$ cat src/rtl/note_synth_pkg.sv
// Shared types and constants for the note synthesiser and its serial divider.
package note_synth_pkg;
  typedef enum logic [1:0] {S_IDLE, S_LOAD, S_ITER, S_STORE} div_state_e;

  localparam logic [1:0] OCT_LOW  = 2'd0;
  localparam logic [1:0] OCT_MID  = 2'd1;
  localparam logic [1:0] OCT_HIGH = 2'd2;
  localparam logic [2:0] VOL_MIN  = 3'd1;
  localparam int         DVD_W    = 32;

  function automatic int amp_shift(input int sample_w);
    return sample_w - 4;
  endfunction
endpackage

$ cat src/rtl/note_synth_if.sv
// Control pulses, note frequencies and sample/status outputs of note_synth.
interface note_synth_if #(parameter int NUM_CH = 2, parameter int SAMPLE_W = 16);
  logic                         vol_up, vol_down, oct_up, oct_down, mute;
  logic [NUM_CH*16-1:0]         freq_in;
  logic [NUM_CH*SAMPLE_W-1:0]   audio_out;
  logic [2:0]                   vol;
  logic [1:0]                   oct;
  logic                         div_ready;

  modport master (output vol_up, vol_down, oct_up, oct_down, mute, freq_in,
                  input  audio_out, vol, oct, div_ready);
  modport slave  (input  vol_up, vol_down, oct_up, oct_down, mute, freq_in,
                  output audio_out, vol, oct, div_ready);
endinterface

$ cat src/rtl/serial_udiv.sv
// 32-bit restoring unsigned divider: one quotient bit per cycle, done pulses after 32 cycles.
module serial_udiv import note_synth_pkg::*; (
  input  logic             clk,
  input  logic             rst,
  input  logic             start_i,
  input  logic [DVD_W-1:0] dividend_i,
  input  logic [DVD_W-1:0] divisor_i,
  output logic             busy_o,
  output logic             done_o,
  output logic             dzero_o,
  output logic [DVD_W-1:0] quot_o
);
  logic [DVD_W-1:0] quo_q, quo_d, dvs_q, dvs_d, rem_q, rem_d;
  logic [DVD_W:0]   rem_sh;
  logic [4:0]       cnt_q, cnt_d;
  logic             busy_q, busy_d, done_q, done_d, dz_q, dz_d;

  always_comb begin
    quo_d  = quo_q;
    dvs_d  = dvs_q;
    rem_d  = rem_q;
    cnt_d  = cnt_q;
    busy_d = busy_q;
    dz_d   = dz_q;
    done_d = 1'b0;
    rem_sh = {rem_q, quo_q[DVD_W-1]};
    if (start_i) begin
      rem_d  = '0;
      quo_d  = dividend_i;
      dvs_d  = divisor_i;
      cnt_d  = '0;
      busy_d = 1'b1;
      dz_d   = (divisor_i == '0);
    end else if (busy_q) begin
      // dividend bits leave at the MSB while quotient bits enter at the LSB
      quo_d = {quo_q[DVD_W-2:0], 1'b0};
      if (rem_sh >= {1'b0, dvs_q}) begin
        rem_d    = DVD_W'(rem_sh - {1'b0, dvs_q});
        quo_d[0] = 1'b1;
      end else begin
        rem_d = rem_sh[DVD_W-1:0];
      end
      cnt_d = cnt_q + 5'd1;
      if (cnt_q == 5'd31) begin
        busy_d = 1'b0;
        done_d = 1'b1;
      end
    end
  end

  always_ff @(posedge clk) begin
    if (rst) begin
      quo_q <= '0; dvs_q <= '0; rem_q <= '0; cnt_q <= '0;
      busy_q <= 1'b0; done_q <= 1'b0; dz_q <= 1'b0;
    end else begin
      quo_q <= quo_d; dvs_q <= dvs_d; rem_q <= rem_d; cnt_q <= cnt_d;
      busy_q <= busy_d; done_q <= done_d; dz_q <= dz_d;
    end
  end

  assign busy_o  = busy_q;
  assign done_o  = done_q;
  assign dzero_o = dz_q;
  assign quot_o  = quo_q;
endmodule

$ cat src/rtl/note_synth.sv
// Multi-channel square-wave synthesiser: round-robin serial divider turns Hz into
// half-period dividers; per-channel tone counters drive registered signed samples.
module note_synth import note_synth_pkg::*; #(
  parameter int NUM_CH   = 2,
  parameter int CLK_HZ   = 100000000,
  parameter int DIV_W    = 22,
  parameter int SAMPLE_W = 16,
  parameter int VOL_MAX  = 5
) (
  input logic clk,
  input logic rst,
  note_synth_if.slave bus
);
  localparam int CH_W = (NUM_CH > 1) ? $clog2(NUM_CH) : 1;
  localparam logic [DVD_W-1:0] HALF_CLK = DVD_W'(CLK_HZ / 2);
  localparam logic [DVD_W-1:0] DIV_MAX  = DVD_W'((64'd1 << DIV_W) - 64'd1);

  logic [2:0] vol_q, vol_d;
  logic [1:0] oct_q, oct_d;
  div_state_e state_q, state_d;
  logic [CH_W-1:0] ch_q, ch_d;
  logic [NUM_CH-1:0] silent_q, silent_d, ph_q, ph_d;
  logic [NUM_CH-1:0][DIV_W-1:0] div_q, div_d, cnt_q, cnt_d;
  logic [NUM_CH-1:0][SAMPLE_W-1:0] audio_q, audio_d;
  logic [NUM_CH-1:0][15:0] freq;
  logic rdy_q, rdy_d, zero_q, zero_d;
  logic [15:0] fsel;
  logic [16:0] feff;
  logic start, busy, done, dzero;
  logic [DVD_W-1:0] quot;
  logic [SAMPLE_W-1:0] amp;

  assign freq = bus.freq_in;
  assign fsel = freq[ch_q];

  always_comb begin
    case (oct_q)
      OCT_LOW:  feff = {2'b0, fsel[15:1]};
      OCT_HIGH: feff = {fsel, 1'b0};
      default:  feff = {1'b0, fsel};
    endcase
  end

  always_comb begin
    vol_d = vol_q;
    oct_d = oct_q;
    if (bus.vol_up && !bus.vol_down && vol_q < 3'(VOL_MAX)) vol_d = vol_q + 3'd1;
    else if (bus.vol_down && !bus.vol_up && vol_q > VOL_MIN) vol_d = vol_q - 3'd1;
    if (bus.oct_up && !bus.oct_down && oct_q < OCT_HIGH) oct_d = oct_q + 2'd1;
    else if (bus.oct_down && !bus.oct_up && oct_q > OCT_LOW) oct_d = oct_q - 2'd1;
  end

  serial_udiv u_div (
    .clk(clk), .rst(rst), .start_i(start), .dividend_i(HALF_CLK),
    .divisor_i({{(DVD_W-17){1'b0}}, feff}),
    .busy_o(busy), .done_o(done), .dzero_o(dzero), .quot_o(quot)
  );

  always_comb begin
    state_d  = state_q;
    ch_d     = ch_q;
    silent_d = silent_q;
    div_d    = div_q;
    rdy_d    = rdy_q;
    zero_d   = zero_q;
    start    = 1'b0;
    case (state_q)
      S_IDLE: state_d = S_LOAD;
      S_LOAD: begin
        if (feff == 17'd0) begin
          zero_d         = 1'b1;
          silent_d[ch_q] = 1'b1;
          state_d        = S_STORE;
        end else begin
          zero_d  = 1'b0;
          start   = 1'b1;
          state_d = S_ITER;
        end
      end
      S_ITER: if (done && !busy) state_d = S_STORE;
      S_STORE: begin
        // a rest keeps the old divider; the channel is simply held silent
        if (!zero_q && !dzero) begin
          div_d[ch_q]    = (quot > DIV_MAX) ? DIV_MAX[DIV_W-1:0] : quot[DIV_W-1:0];
          silent_d[ch_q] = 1'b0;
        end
        if (ch_q == CH_W'(NUM_CH - 1)) begin
          ch_d  = '0;
          rdy_d = 1'b1;
        end else begin
          ch_d = ch_q + 1'b1;
        end
        state_d = S_LOAD;
      end
      default: state_d = S_IDLE;
    endcase
  end

  assign amp = SAMPLE_W'({1'b0, vol_q} + 4'd1) << amp_shift(SAMPLE_W);

  always_comb begin
    for (int c = 0; c < NUM_CH; c++) begin
      cnt_d[c] = cnt_q[c] + 1'b1;
      ph_d[c]  = ph_q[c];
      if (silent_q[c]) begin
        cnt_d[c] = '0;
        ph_d[c]  = 1'b0;
      end else if (cnt_q[c] >= div_q[c]) begin
        cnt_d[c] = '0;
        ph_d[c]  = ~ph_q[c];
      end
      audio_d[c] = (bus.mute || silent_q[c]) ? '0 : (ph_q[c] ? amp : -amp);
    end
  end

  always_ff @(posedge clk) begin
    if (rst) begin
      vol_q    <= VOL_MIN;
      oct_q    <= OCT_MID;
      state_q  <= S_IDLE;
      ch_q     <= '0;
      silent_q <= '1;
      ph_q     <= '0;
      div_q    <= '0;
      cnt_q    <= '0;
      audio_q  <= '0;
      rdy_q    <= 1'b0;
      zero_q   <= 1'b0;
    end else begin
      vol_q    <= vol_d;
      oct_q    <= oct_d;
      state_q  <= state_d;
      ch_q     <= ch_d;
      silent_q <= silent_d;
      ph_q     <= ph_d;
      div_q    <= div_d;
      cnt_q    <= cnt_d;
      audio_q  <= audio_d;
      rdy_q    <= rdy_d;
      zero_q   <= zero_d;
    end
  end

  assign bus.audio_out = audio_q;
  assign bus.vol       = vol_q;
  assign bus.oct       = oct_q;
  assign bus.div_ready = rdy_q;
endmodule

$ cat src/flat_wrapper.sv
// flat-port wrapper written by rule: the top's interface ports become plain ports
module note_synth_flat import note_synth_pkg::*;
#(
  parameter int NUM_CH   = 2,
  parameter int CLK_HZ   = 100000000,
  parameter int DIV_W    = 22,
  parameter int SAMPLE_W = 16,
  parameter int VOL_MAX  = 5
)
  (clk, rst, bus_vol_up, bus_vol_down, bus_oct_up, bus_oct_down, bus_mute, bus_freq_in, bus_audio_out, bus_vol, bus_oct, bus_div_ready);
  note_synth_if #(.NUM_CH(NUM_CH), .SAMPLE_W(SAMPLE_W)) bus_i ();
  input logic clk;
  input logic rst;
  input wire logic [$bits(bus_i.vol_up)-1:0] bus_vol_up;
  input wire logic [$bits(bus_i.vol_down)-1:0] bus_vol_down;
  input wire logic [$bits(bus_i.oct_up)-1:0] bus_oct_up;
  input wire logic [$bits(bus_i.oct_down)-1:0] bus_oct_down;
  input wire logic [$bits(bus_i.mute)-1:0] bus_mute;
  input wire logic [$bits(bus_i.freq_in)-1:0] bus_freq_in;
  output wire logic [$bits(bus_i.audio_out)-1:0] bus_audio_out;
  output wire logic [$bits(bus_i.vol)-1:0] bus_vol;
  output wire logic [$bits(bus_i.oct)-1:0] bus_oct;
  output wire logic [$bits(bus_i.div_ready)-1:0] bus_div_ready;
  assign bus_i.vol_up = bus_vol_up;
  assign bus_i.vol_down = bus_vol_down;
  assign bus_i.oct_up = bus_oct_up;
  assign bus_i.oct_down = bus_oct_down;
  assign bus_i.mute = bus_mute;
  assign bus_i.freq_in = bus_freq_in;
  assign bus_audio_out = bus_i.audio_out;
  assign bus_vol = bus_i.vol;
  assign bus_oct = bus_i.oct;
  assign bus_div_ready = bus_i.div_ready;
  note_synth #(.NUM_CH(NUM_CH), .CLK_HZ(CLK_HZ), .DIV_W(DIV_W), .SAMPLE_W(SAMPLE_W), .VOL_MAX(VOL_MAX)) u_core (.clk(clk), .rst(rst), .bus(bus_i));
endmodule
$ cat config.mk
export PLATFORM = sky130hd
export DESIGN_NAME = note_synth_flat
export DESIGN_NICKNAME = d
export VERILOG_FILES = /design/src/rtl/note_synth_pkg.sv /design/src/rtl/note_synth_if.sv /design/src/rtl/serial_udiv.sv /design/src/rtl/note_synth.sv /design/src/flat_wrapper.sv
export SDC_FILE = /design/constraint.sdc
export NUM_CORES = 1
export LEC_CHECK = 0
export ABC_AREA = 1
export CORE_MARGIN = 2
export CORE_UTILIZATION = 25
export CTS_BUF_LIST = sky130_fd_sc_hd__clkbuf_8
export DETAILED_ROUTE_END_ITERATION = 12
export PLACE_DENSITY_LB_ADDON = 0.05
export SYNTH_ARGS = -nofsm -noshare
export SYNTH_HDL_FRONTEND = slang
export SYNTH_SLANG_ARGS = --single-unit
$ cat constraint.sdc
create_clock -name clk -period 2.5 [get_ports clk]
set_input_delay 0.5 -clock clk [delete_from_list [all_inputs] [get_ports clk]]
set_output_delay 0.5 -clock clk [all_outputs]
set_load 0.005 [all_outputs]
==> results of run 1 <==
## placed cells by master, fill, tap and decap left out, types with 3 or more instances in the layout
cell type,Yosys,routed
conb_1,1,24
inv_1,302,304
nor4_1,11,11
o211ai_1,10,10
buf_4,30,40
nor2_1,224,221
nand3_1,125,123
nor3_2,2,3
a21oi_1,143,137
xnor2_1,20,20
nor2_2,3,6
dfxtp_1,199,197
buf_12,0,6
nand3b_1,5,5
nand4_1,20,20
a21oi_2,3,9
nor3_1,27,26
clkdlybuf4s50_1,0,51
o21ai_0,125,124
nand2_1,421,421
clkbuf_8,0,18
ha_1,71,66
or2_2,3,3
ha_2,0,5
xor2_1,26,26
## metrics by stage
stage | util [%] | instances
after CTS | 28.82 | 2529
after detailed placement | 27.97 | 2497
final | 28.93 | 2529
after floorplan | - | 1869
after global routing | 28.93 | 2529
after global placement | 27.97 | 2497
## critical path: cells and delay by family (launching register included)
kind / cells / cell delay (ns)
adder cells (fa/ha/maj): 1 / 0.35
AO/OA/AOI/OAI: 5 / 0.83
flip-flops: 1 / 0.33
AND/OR/NAND/NOR: 3 / 0.36
buffers and inverters: 3 / 0.41
## final cells by class
class / instances / area, sq um
Fill cell: 5354 / 33720
Multi-Input combinational cell: 1278 / 6470
Sequential cell: 199 / 3986
Inverter: 305 / 1149
Timing Repair Buffer: 100 / 958.4
Tap cell: 615 / 769.5
Clock buffer: 18 / 247.7
Clock inverter: 14 / 147.6
## kinds of logic (layout without fill, tap and decap cells)
group	Yosys count	in the layout
and+or+nand+nor	849	849
buffers and inverters	392	437
AOI/OAI and AO/OA	287	287
DFF	199	199
adders and majority gates	72	72
xor gates and xnor gates	46	46
other	1	24
## what timing repair did
item,in CTS,in global routing
endpoints found under the setup margin,1,31
gates cloned,0,0
gates resized for setup,2,18
## report_power, final
| group | internal [mW] | leakage, nW | total, mW | switching [mW] |
|---|---|---|---|---|
| logic | 3.97 | 4.38 | 11.4 | 7.39 |
| registers | 3.76 | 1.62 | 4.19 | 0.438 |
| clock network | 0.842 | 0.202 | 2.23 | 1.39 |
| total | 8.57 | 6.20 | 17.8 | 9.22 |
## routing by layer
layer  GRT usage, %  up-vias  wire (um)  share of wire (%)
li1               -     5883          -                  -
met1          17.86     4905      16260                 47
met2          25.21       95      16640                 48
met3          3.121       32        942                2.7
met4          4.525        0        550                1.6
met5              0        -          0                  0
## registers in the layout, summed over array words and instances, names as in the netlist, 3 cells and up, named ones only
| signal | cells |
|---|---|
| u_core.u_div.dvs_q | 17 |
| u_core.cnt_q | 44 |
| u_core.u_div.cnt_q | 5 |
| u_core.u_div.quot_o | 32 |
| u_core.bus.vol | 3 |
| u_core.div_q | 44 |
| u_core.bus.audio_out | 8 |
| u_core.u_div.rem_q | 32 |
## path summary, 6_finish.rpt
path                                        startpoint  depth (start not counted)                     to  slack (ns)
worst max-delay path            u_core.u_div.dvs_q[16]                         12  u_core.u_div.rem_q[7]        0.18
worst min-delay path                               rst                          2    u_core.u_div.busy_o        0.20
worst max register to register  u_core.u_div.dvs_q[16]                         12  u_core.u_div.rem_q[7]        0.18
worst min register to register    u_core.u_div.dzero_o                          2   u_core.u_div.dzero_o        0.44
==> implementation parameters, run 1 <==
Parameter                              Value

Status
  Run status ... finished clean

Die
  Std-Cell Rows ... 80
  Vertical extent of the die ... 222.5 um
  Width of the chip ... 222.5 um
  Core Box Area ... 47450 sq um
  Area enclosed by the die boundary ... 49480 sq um
  Starting density of the core ... 25.15%
  I/O pin total ... 77

Synthesis
  Synthesized netlist cell count ... 1846
  Compound-Gate Fraction of Synth Area ... 12.45%
  Most numerous cell in the Yosys netlist ... nand2_1
  Simple-gate area share of the yosys netlist ... just under 30%
  Register bit count reported by yosys ... slightly below 200
  Fraction of registers with async set or reset after synthesis ... 0%
  Yosys warns ... 0
  Top cells by area, synth ... dfxtp_1 (33%), nand2_1 (13%), inv_1 (9.5%)
  Post-synthesis area per instance ... 6.463 sq um
  Top flip-flop cell by instance count after synthesis ... dfxtp_1
  Proportion of synthesized chip area in sequential cells ... 33.39%
  Yosys cell types ... 38
  Fraction of synthesized area in multiplexers ... 0%
  Post-synthesis xor/xnor area fraction ... 3.377%
  Summed instance area of the synthesized netlist ... ~12000 sq um
  Commonest cells in the netlist ... nand2_1 (421), inv_1 (302), nor2_1 (224)
  Dominant cell type by area after synthesis ... dfxtp_1
  Fraction of the mapped netlist area in adder cells ... around 7.6%
  Combinational family with the most area after synthesis ... simple AND/OR/NAND/NOR gates
  Yosys top cell area share ... between 30% and 40%
  Count of flip-flops with a built-in enable after synthesis ... 0

Routing
  First-pass iteration count of the detailed router ... 5
  Overall via count from detail_route ... 10.92k
  Count of nets left with antenna violations after detail routing ... 0
  Drt drc ... 0
  Wire length reported by the detailed router ... roughly 34000 um
  Violation count after the first detailed-route iteration ... 550
  Routed wirelength normalized by instance count ... 13.60 um
  Vias per Instance ... 4.316

STA
  Unrepaired setup endpoints after global routing ... false
  Final period demand of the worst path ... 2.324 ns
  Max-slew violation count ... 0
  FMAX ... 0.4302 GHz
  Final hold slack ... 0.1956 ns
  Setup violators final ... 0
  Clock skew after layout ... 0.01551 ns
  Final-layout setup total negative slack ... 0 ns
  Final Cycle Share ... 92.98%
  Slew at the pin closest to its max-slew limit ... 0.7064 ns
  Relative slew slack ... 52.91%
  Final worst setup slack ... 0.1756 ns
  Final Hold Vio Count ... 0

GRT
  Initial antenna violation count ... 0
  Residual overflow from global routing ... 0
  Pin count of the biggest net entering global routing ... between 80 and 90
  Overall global routing resource usage ... between 10% and 20%
  Global-route wire length before repair ... 56320 um
  Number of global-route vias before repair ... 10.64k

Power and ir drop
  Power per unit of standard cell area ... 1296 nW/um^2
  Total power consumption of the routed design ... 17.79 mW
  Leakage power figure ... 6.198 nW
  Highest ir drop seen on vdd ... ~0.74 mV

Critical path
  CP cell instances ... inv_1, ha_2, a21oi_2, o21ai_0, inv_1, nand2_1, a21oi_2, nand2_1, buf_12, o21ai_0, nand3_1, a21oi_1
  Standard cell with the maximum stage delay on the critical path ... ha_2
  Crit path max fanout ... 13
  Slowest cell delay on critical path ... between 0.3 and 0.4 ns
  Startpoint kind of the worst setup timing path ... register
  Setup CP Type ... register to register
  Arrival time of data at the critical path endpoint ... 2.83 ns
  Critical Path Sink Type ... register
  Endpoint required time on the critical path ... about 3.0 ns

Cells and area
  Synthesis-to-finish area growth ... 15.07%
  Nets ... 2012
  Share of final-layout standard cells stronger than drive strength 1 ... between 6 and 7%
  Design area ... 13730 sq um
  Antenna diodes ... 0

Placement
  Number of port buffers ... 52
  HPWL after detailed placement ... 26330 um
  Placed instance area ... 13270 sq um
  Placement-stage worst setup slack ... 0.01649 ns
  Global placer's final weighted congestion ... 0.8167

Clocking
  H-tree Lvls ... 4
  Clk Tree Root Cell ... clkbuf_8
  CTS sink count ... 199
  Clock insertion delay at the later pin of the skew report ... 0.57 ns
  Clock-pin slew on the worst setup and hold paths ... 0.12 ns
  Inserted Clock Buffers ... 17
  Hold-fix buffers, CTS ... 0
  Maximum number of buffers from clock root to sink ... 2
  TritonCTS clock tree ... yes
  Buffer count from post-CTS setup fixing ... 0

Min path
  Class of the tightest hold or removal check ... primary input to register

Flow run
  Max-cap check violation count ... 0
No activity file was read; power rests on OpenSTA's default activity.
==> run 2, diff against run 1 <==
- CORE_MARGIN: 2 -> 5
==> implementation parameters, run 2 (same netlist as run 1, synthesis figures left out) <==
Parameter                              Value

Status
  Run status ... finished clean

Routing
  Vias per Instance ... 4.354 (+0.88%)
  Violation count after the first detailed-route iteration ... 662 (+20%)
  Count of nets left with antenna violations after detail routing ... 0 (unchanged)
  Overall via count from detail_route ... 11.02k (+0.92%)
  Drt drc ... 0 (unchanged)
  Routed wirelength normalized by instance count ... 13.82 um (+1.6%)
  First-pass iteration count of the detailed router ... 5 (unchanged)
  Wire length reported by the detailed router ... 34950 um (+1.6%)

Clocking
  Clock insertion delay at the later pin of the skew report ... 0.57 ns (about the same)
  Clock-pin slew on the worst setup and hold paths ... 0.12 ns (about the same)
  H-tree Lvls ... 4 (unchanged)
  Maximum number of buffers from clock root to sink ... 2 (unchanged)
  TritonCTS clock tree ... yes
  Clk Tree Root Cell ... clkbuf_8
  Inserted Clock Buffers ... 17 (unchanged)
  Hold-fix buffers, CTS ... 0 (unchanged)
  CTS sink count ... 199 (unchanged)

STA
  Final Cycle Share ... 93.42% (+0.44 points)
  Relative slew slack ... 61.75% (+8.8 points)
  Final period demand of the worst path ... 2.336 ns (+0.01107 ns)
  Setup violators final ... 0 (unchanged)
  FMAX ... 0.4282 GHz (-0.47%)
  Final Hold Vio Count ... 0 (unchanged)
  Unrepaired setup endpoints after global routing ... false
  Clock skew after layout ... 0.01751 ns (+0.002002 ns)
  Max-slew violation count ... 0 (unchanged)
  Slew at the pin closest to its max-slew limit ... 0.5716 ns (-0.1348 ns)

Power and ir drop
  Leakage power figure ... 6.209 nW (+0.18%)
  Power per unit of standard cell area ... 1311 nW/um^2 (+1.2%)
  Highest ir drop seen on vdd ... 0.7452 mV (+1.3%)
  Total power consumption of the routed design ... 18.09 mW (+1.7%)

Cells and area
  Registers with the most flip-flops ... u_core.cnt_q (44), u_core.div_q (44)
  Antenna diodes ... 0 (unchanged)
  Synthesis-to-finish area growth ... 15.68%
  Most common cell after layout, fill and taps aside ... nand2_1
  Design area ... 13800 sq um (+0.53%)
  Nets ... 2013 (+0.050%)
  Top library cells by usage in the layout, fill and taps aside ... nand2_1 (418), inv_1 (303), nor2_1 (219)
  Fillers ... 5369 (+0.28%)
  Share of final-layout standard cells stronger than drive strength 1 ... 6.423% (+0.41 points)

Critical path
  Endpoint required time on the critical path ... 2.97 ns (-0.03 ns)
  Standard cell with the maximum stage delay on the critical path ... dfxtp_1
  Startpoint kind of the worst setup timing path ... register
  Cell count of the worst reg-to-reg path ... 13 (+1)
  Critical Path Sink Type ... register
  Setup CP Type ... register to register
  Critical path buffer and inverter count ... 2 (-1)
  Crit path max fanout ... 4 (-9)
  Slowest cell delay on critical path ... 0.36 ns (about the same)
  CP cell instances ... inv_1, ha_1, nand2_1, nand2_1, a21oi_1, nand3_2, nand2_1, nand2_1, nor2_4, buf_4, nor2_1, a21oi_2, nor2_1
  Cell family contributing the most delay on the critical path ... simple AND/OR/NAND/NOR gates
  Arrival time of data at the critical path endpoint ... 2.80 ns (-0.03 ns)
  Cell mode on critical path ... nand2_1
  Number of cells on the critical path ... 13 (+1)

Die
  Vertical extent of the die ... 228.5 um (+2.7%)
  I/O pin total ... 77 (unchanged)
  Std-Cell Rows ... 80 (unchanged)
  Core Box Area ... 47450 sq um (unchanged)
  Area enclosed by the die boundary ... 52190 sq um (+5.5%)
  Starting density of the core ... 25.15% (unchanged)
  Width of the chip ... 228.5 um (+2.7%)

Placement
  Number of port buffers ... 52 (unchanged)
  Global placer's final weighted congestion ... 0.8129 (-0.47%)
  HPWL after detailed placement ... 26620 um (+1.1%)
  Placed instance area ... 13270 sq um (unchanged)

GRT
  Global-route wire length before repair ... 56730 um (+0.72%)
  Overall global routing resource usage ... 13.49% (-1.0 points)
  Residual overflow from global routing ... 0 (unchanged)
  Pin count of the biggest net entering global routing ... 53 (-35%)
  Number of global-route vias before repair ... 10.66k (+0.23%)
  Initial antenna violation count ... 0 (unchanged)

Flow run
  Max-cap check violation count ... 0 (unchanged)

Min path
  Class of the tightest hold or removal check ... primary input to register
  Number of instances on the worst hold path ... 4 (+2)
-- run 2: cell types whose count changed in the layout (fill, tap and decap cells not counted), moves of 2 or more --
| cell | change |
|---|---|
| inv_8 | +3 |
| nand2_1 | -3 |
| nand2_2 | +3 |
| nor2_4 | +3 |
| nor2_1 | -2 |
-- run 2: per-layer routing --
layer  global-route usage, %  up-vias  part of all wire, %
met5                       0        -                    0
met4                   3.233        0                  1.3
met3                   3.379       25                  2.9
met2                   23.73      101                   50
met1                   16.62     5008                   46
li1                        -     5881                    -
-- run 2: path summary, 6_finish.rpt --
kind / from / endpoint / slack [ns]
max: u_core.u_div.dvs_q[6] / u_core.u_div.rem_q[18] / 0.16
max reg2reg: u_core.u_div.dvs_q[6] / u_core.u_div.rem_q[18] / 0.16
min: rst / u_core.ph_q[0] / 0.30
min reg2reg: u_core.u_div.dzero_o / u_core.u_div.dzero_o / 0.44
-- run 2: final cells by class --
| class | instances | area [sq um] | share of cell area, % |
|---|---|---|---|
| multi-input cells | 1278 | 6514 | 47.20 |
| clock buffers | 18 | 247.7 | 1.795 |
| flip-flops and latches | 199 | 3985 | 28.88 |
| inverters | 305 | 1149 | 8.323 |
| well taps | 615 | 769.5 | 5.576 |
| clock inverters | 14 | 162.7 | 1.179 |
| repair buffers | 101 | 973.4 | 7.054 |
-- run 2: where the power goes --
group / switching, mW / internal [mW]
clock network: 1.40 / 0.861
logic: 7.55 / 4.10
registers: 0.422 / 3.76
-- run 2: worst min-delay path, stage by stage --
cell and delay, ns:
buf_2 0.14, nor2_1 0.10, nand2_1 0.07, nor2_1 0.03
-- run 2: timing repair --
| action | in CTS | in global routing |
|---|---|---|
| setup buffers | 0 | 0 |
| gates resized for setup | 2 | 31 |
| endpoints found under the setup margin | 1 | 32 |
| cloned | 0 | 1 |
-- run 2: through the flow --
step	hold WS, ns	util, %	std cells	TNS (ns)	worst slack, ns
2_1_floorplan	0.4083	-	1869	0	0.4672
3_3_place_gp	0.4193	27.97	2497	-0.06006	-0.05437
3_5_place_dp	0.4263	27.97	2497	-0.01660	-0.008564
4_1_cts	0.2558	28.85	2529	0	0.002390
5_1_grt	0.2845	29.09	2530	0	0.001780
6_report	0.2997	29.09	2530	0	0.1645
